--- config.mk ---
export PLATFORM = sky130hd
export DESIGN_NAME = digit_scan_mux_flat
export DESIGN_NICKNAME = d
export VERILOG_FILES = /design/src/rtl/digit_scan_if.sv /design/src/rtl/digit_scan_mux.sv /design/src/flat_wrapper.sv
export SDC_FILE = /design/constraint.sdc
export NUM_CORES = 1
export LEC_CHECK = 0
export CAP_MARGIN = 40
export CORE_MARGIN = 3
export CORE_UTILIZATION = 35
export CTS_CLUSTER_DIAMETER = 150
export DETAILED_ROUTE_END_ITERATION = 7
export PLACE_DENSITY = 0.62
export SYNTH_ARGS = -nofsm -noshare
export SYNTH_HDL_FRONTEND = slang
export SYNTH_SLANG_ARGS = --single-unit
--- constraint.sdc ---
create_clock -name clk -period 3.8 [get_ports clk]
set_input_delay 0.38 -clock clk [delete_from_list [all_inputs] [get_ports clk]]
set_output_delay 0.38 -clock clk [all_outputs]
set_load 0.01 [all_outputs]
--- src/rtl/digit_scan_if.sv ---
// Bundle between the display scanner and its neighbours: frame digits and
// blink controls in, one multiplexed digit with its enable out.
interface digit_scan_if #(
    parameter int NUM_DIGITS = 6
);
    logic [4*NUM_DIGITS-1:0] digits_in;
    logic [NUM_DIGITS-1:0]   blink_mask;
    logic                    blink_phase;
    logic [3:0]              digit_out;
    logic [NUM_DIGITS-1:0]   digit_en;
    logic                    frame_start;

    modport master (
        output digits_in, blink_mask, blink_phase,
        input  digit_out, digit_en, frame_start
    );

    modport slave (
        input  digits_in, blink_mask, blink_phase,
        output digit_out, digit_en, frame_start
    );
endinterface

--- src/rtl/digit_scan_mux.sv ---
// Time-multiplexed digit scanner: alternates BLANK guard and DRIVE phases per
// digit, snapshots the frame at digit 0 and blanks digits selected for blinking.
module digit_scan_mux #(
    parameter int NUM_DIGITS   = 6,
    parameter int REFRESH_DIV  = 100000,
    parameter int GUARD_CYCLES = 1000
) (
    input  logic         clk,
    input  logic         rst_n,
    digit_scan_if.slave  bus
);
    localparam int CNT_MAX = (REFRESH_DIV > GUARD_CYCLES) ? REFRESH_DIV : GUARD_CYCLES;
    localparam int CNT_W   = (CNT_MAX > 1) ? $clog2(CNT_MAX) : 1;
    localparam int IDX_W   = $clog2(NUM_DIGITS);

    typedef enum logic {BLANK = 1'b0, DRIVE = 1'b1} state_t;

    state_t                  state_reg, state_next;
    logic [CNT_W-1:0]        cnt_reg, cnt_next;
    logic [IDX_W-1:0]        idx_reg, idx_next;
    logic [4*NUM_DIGITS-1:0] snap_reg, snap_next;
    logic [3:0]              out_reg, out_next;
    logic [NUM_DIGITS-1:0]   en_reg, en_next;
    logic                    fs_reg, fs_next;

    logic [3:0]              snap_nib [NUM_DIGITS];
    logic [NUM_DIGITS-1:0]   en_dec;

    // Decode against the *next* index/snapshot so the registered outputs line
    // up with the state register in the same cycle.
    for (genvar gi = 0; gi < NUM_DIGITS; gi++) begin : g_digit
        assign snap_nib[gi] = snap_next[4*gi +: 4];
        assign en_dec[gi]   = (idx_next == IDX_W'(gi));
    end

    always_ff @(posedge clk or negedge rst_n) begin
        if (!rst_n) begin
            state_reg <= BLANK;
            cnt_reg   <= '0;
            idx_reg   <= '0;
            snap_reg  <= '0;
            out_reg   <= 4'hF;
            en_reg    <= '0;
            fs_reg    <= 1'b0;
        end else begin
            state_reg <= state_next;
            cnt_reg   <= cnt_next;
            idx_reg   <= idx_next;
            snap_reg  <= snap_next;
            out_reg   <= out_next;
            en_reg    <= en_next;
            fs_reg    <= fs_next;
        end
    end

    always_comb begin
        state_next = state_reg;
        cnt_next   = cnt_reg + CNT_W'(1);
        idx_next   = idx_reg;
        snap_next  = snap_reg;
        case (state_reg)
            BLANK: begin
                if (cnt_reg == CNT_W'(GUARD_CYCLES - 1)) begin
                    state_next = DRIVE;
                    cnt_next   = '0;
                    if (idx_reg == '0) begin
                        snap_next = bus.digits_in;
                    end
                end
            end
            default: begin
                if (cnt_reg == CNT_W'(REFRESH_DIV - 1)) begin
                    state_next = BLANK;
                    cnt_next   = '0;
                    idx_next   = (idx_reg == IDX_W'(NUM_DIGITS - 1)) ? '0 : idx_reg + IDX_W'(1);
                end
            end
        endcase
    end

    always_comb begin
        out_next = 4'hF;
        en_next  = '0;
        fs_next  = 1'b0;
        if (state_next == DRIVE) begin
            en_next  = en_dec;
            out_next = (bus.blink_phase && bus.blink_mask[idx_next]) ? 4'hF : snap_nib[idx_next];
            fs_next  = (state_reg == BLANK) && (idx_next == '0);
        end
    end

    assign bus.digit_out   = out_reg;
    assign bus.digit_en    = en_reg;
    assign bus.frame_start = fs_reg;
endmodule

--- src/flat_wrapper.sv ---
// flat-port wrapper written by rule: the top's interface ports become plain ports
module digit_scan_mux_flat 
#(
    parameter int NUM_DIGITS   = 6,
    parameter int REFRESH_DIV  = 100000,
    parameter int GUARD_CYCLES = 1000
)
  (clk, rst_n, bus_digits_in, bus_blink_mask, bus_blink_phase, bus_digit_out, bus_digit_en, bus_frame_start);
  digit_scan_if #(.NUM_DIGITS(NUM_DIGITS)) bus_i ();
  input  logic clk;
  input  logic rst_n;
  input wire logic [$bits(bus_i.digits_in)-1:0] bus_digits_in;
  input wire logic [$bits(bus_i.blink_mask)-1:0] bus_blink_mask;
  input wire logic [$bits(bus_i.blink_phase)-1:0] bus_blink_phase;
  output wire logic [$bits(bus_i.digit_out)-1:0] bus_digit_out;
  output wire logic [$bits(bus_i.digit_en)-1:0] bus_digit_en;
  output wire logic [$bits(bus_i.frame_start)-1:0] bus_frame_start;
  assign bus_i.digits_in = bus_digits_in;
  assign bus_i.blink_mask = bus_blink_mask;
  assign bus_i.blink_phase = bus_blink_phase;
  assign bus_digit_out = bus_i.digit_out;
  assign bus_digit_en = bus_i.digit_en;
  assign bus_frame_start = bus_i.frame_start;
  digit_scan_mux #(.NUM_DIGITS(NUM_DIGITS), .REFRESH_DIV(REFRESH_DIV), .GUARD_CYCLES(GUARD_CYCLES)) u_core (.clk(clk), .rst_n(rst_n), .bus(bus_i));
endmodule
==> impl_metrics.toml <==
[route]
drtPass1Iterations = 4
drt_iter0_drc = 46
via_per_inst = 4.975
drc = 0
drt-wirelength-per-cell_um = 15.27
ant_nets = 0
vias = 1771
drt-total-wl_mm = 5.435

[yosys]
yosysWarnings = 0
yosys.area.top_type = "dfrtp_1"
synth.distinct_cells = 48
synth_ff_type = "dfrtp_1"
synth_area_mm2 = 0.002656
async_flop_share_pct = 100.0
ys_seq_area_share_pct = 52.94
ys_ff_latch = 56
synthesis.nets = 241
syn_avg_cell_area_um2 = 12.83
netlist_instances = 207
synth-edff-count = 0
synth_top_area_share_pct = 48.99
synthTopCellsByArea = "dfrtp_1 49%, mux2_2 5.9%, dfstp_2 4.0%"

[placed_design]
io_buffers = 43
dp_hpwl_mm = 3.898
gp_routability_congestion = 0.8047
dp.cells = 348

[clocking]
numCtsBuffers = 5
ctsHoldBuffers = 0
clk_pin_slew_ns = 0.11
clkLatencyLatePin_ns = 0.31
cts-htree-levels = 2
clock-root-buffer = "clkbuf_8"
clk_path_buf_depth = 2
clkSinkCount = 56
cts_setup_buffers = 0
cts_tree = "yes"
cts_resized = 0

[final_layout]
final_cells = 356
final_cell_mix = "52 x dfrtp_1, 42 x clkdlybuf4s50_1, 22 x nor2_1"
nNetsFinal = 290
final_common_cell = "dfrtp_1"
fillerInstances = 697
largest_reg_flops = 24
n_antenna_cell = 0
area_growth_pct = 23.88
multi_input_area_mm2 = 0.001194
ff_latch_area_mm2 = 0.001406
post_route_cells_drive_above_1_share_pct = 20.62

[flow_run]
cap_violations = 0

[floorplanning]
core_mm2 = 0.007292
die-area_mm2 = 0.008670
dieHeight_um = 93.12
ios = 44
fp.dieW_um = 93.12
start_util_pct = 36.43
rows = 31

[timing]
max-slew-margin-rel_pct = 44.48
min_period_over_period_pct = 79.79
rsz0062_at_grt = "no"
setup_viol = 0
fin_skew_ns = 0.01090
hold_viol = 0
period_minus_slack_ns = 3.032
tightest_slew_ns = 0.8301
slew_viol_final = 0
max_freq_mhz = 329.8
setup-tns-final_ns = 0

[grt]
grt_pass1_wl_mm = 9.308
grt_start_max_net_pins = 57
grt_overflow = 0
grt_pass1_vias = 1822
track_usage_pct = 13.63
antenna_found_initial = 0

[worst_setup_path]
arrival_ns = 3.29
worst-path-max-fanout = 15
start_kind = "register"
cp.required_ns = 4.06
critical_path.endpoint_type = "register"
r2r_slack_ns = 0.77
ff2ff_path_depth = 6
r2r_end = "u_core.bus.digit_out[0]$_DFF_PN1_"
crit_type = "reg2reg"
startpoint = "u_core.cnt_reg[12]$_DFF_PN0_"
r2r-start = "u_core.cnt_reg[12]$_DFF_PN0_"

[min_path]
hold_path_class = "in2async"

[power]
power_density_mw_per_mm2 = 298.4
leakagePower_nw = 1.504
peakVddDrop_v = 0.0001347
total_power_mw = 0.9819

[run_status]
outcome = "completed"
[synthesized netlist by cell type, types with 2 or more instances]
master,n
and4_1,3
buf_6,2
clkbuf_1,2
mux2_2,14
dfrtp_1,52
dfstp_2,4
inv_1,5
a22o_1,3
mux2_4,5
inv_2,2
nor3_4,2
mux2i_1,4
xor2_1,7
nand4_2,2
nand2_4,2
nand2_1,11
a21o_1,4
a211o_1,3
a221o_1,4
xnor2_1,8
nor2_1,22
nand4_1,2
and3_1,3
nand3_1,7
o21ai_0,2
mux2_1,8
and2_1,3
[metal layers]
| metal | up-vias | track usage [%] | wire (um) |
|---|---|---|---|
| met1 | 889 | 18.53 | 2585 |
| met3 | 7 | 3.620 | 239 |
| met4 | 0 | 3.785 | 73 |
| li1 | 837 | - | - |
| met2 | 38 | 21.54 | 2537 |
| met5 | - | 0 | 0 |
[final cells by class]
class	count	area share, %
inverter	7	0.7985
tap	99	3.764
timing repair buffer	46	13.61
multi-input combinational	140	36.27
clock inverter	3	0.7224
sequential	56	42.74
clock buffer	5	2.091
[worst max-delay path, cell delays in order, from the launching register on]
cell     delay (ns)
dfrtp_1        0.46
or4_4          0.57
nor3_4         0.72
mux2_2         0.42
mux2_1         0.32
a211o_1        0.33
a21o_1         0.17
[logic make-up (layout without fill, tap and decap cells)]
kind of cell,after synthesis,after routing,synth area share [%]
buffers and inverters,11,61,2.120
XOR/XNOR,15,15,4.946
AND/OR/NAND/NOR,66,66,15.68
multiplexers,32,32,14.51
flip-flops,56,56,52.94
adder cells (fa/ha/maj),1,1,0.4710
AO/OA/AOI/OAI,26,26,9.328
[how the worst max path moves through the flow]
stage	endpoint
after floorplan	u_core.bus.digit_out[0]$_DFF_PN1_
after global placement	u_core.bus.digit_out[0]$_DFF_PN1_
after detailed placement	u_core.bus.digit_out[0]$_DFF_PN1_
after CTS	u_core.bus.digit_out[0]$_DFF_PN1_
after global routing	u_core.bus.digit_out[0]$_DFF_PN1_
final	u_core.bus.digit_out[0]$_DFF_PN1_
[per-stage QoR]
| step | hold slack, ns | setup WS [ns] | utilization, % | area, um^2 |
|---|---|---|---|---|
| after floorplan | 0.08441 | 1.245 | - | 2656 |
| after global placement | 0.4661 | 0.7894 | 43.86 | 3198 |
| after detailed placement | 0.4740 | 0.7751 | 43.86 | 3198 |
| after CTS | 0.2182 | 0.7609 | 45.13 | 3291 |
| after global routing | 0.2513 | 0.6327 | 45.13 | 3291 |
| final | 0.1878 | 0.7680 | 45.13 | 3291 |
[report_power, final]
| part | internal, mW | switching (mW) |
|---|---|---|
| Combinational | 0.0310 | 0.0190 |
| Sequential | 0.596 | 0 |
| Clock | 0.131 | 0.205 |
No activity file was read; power rests on OpenSTA's default activity.
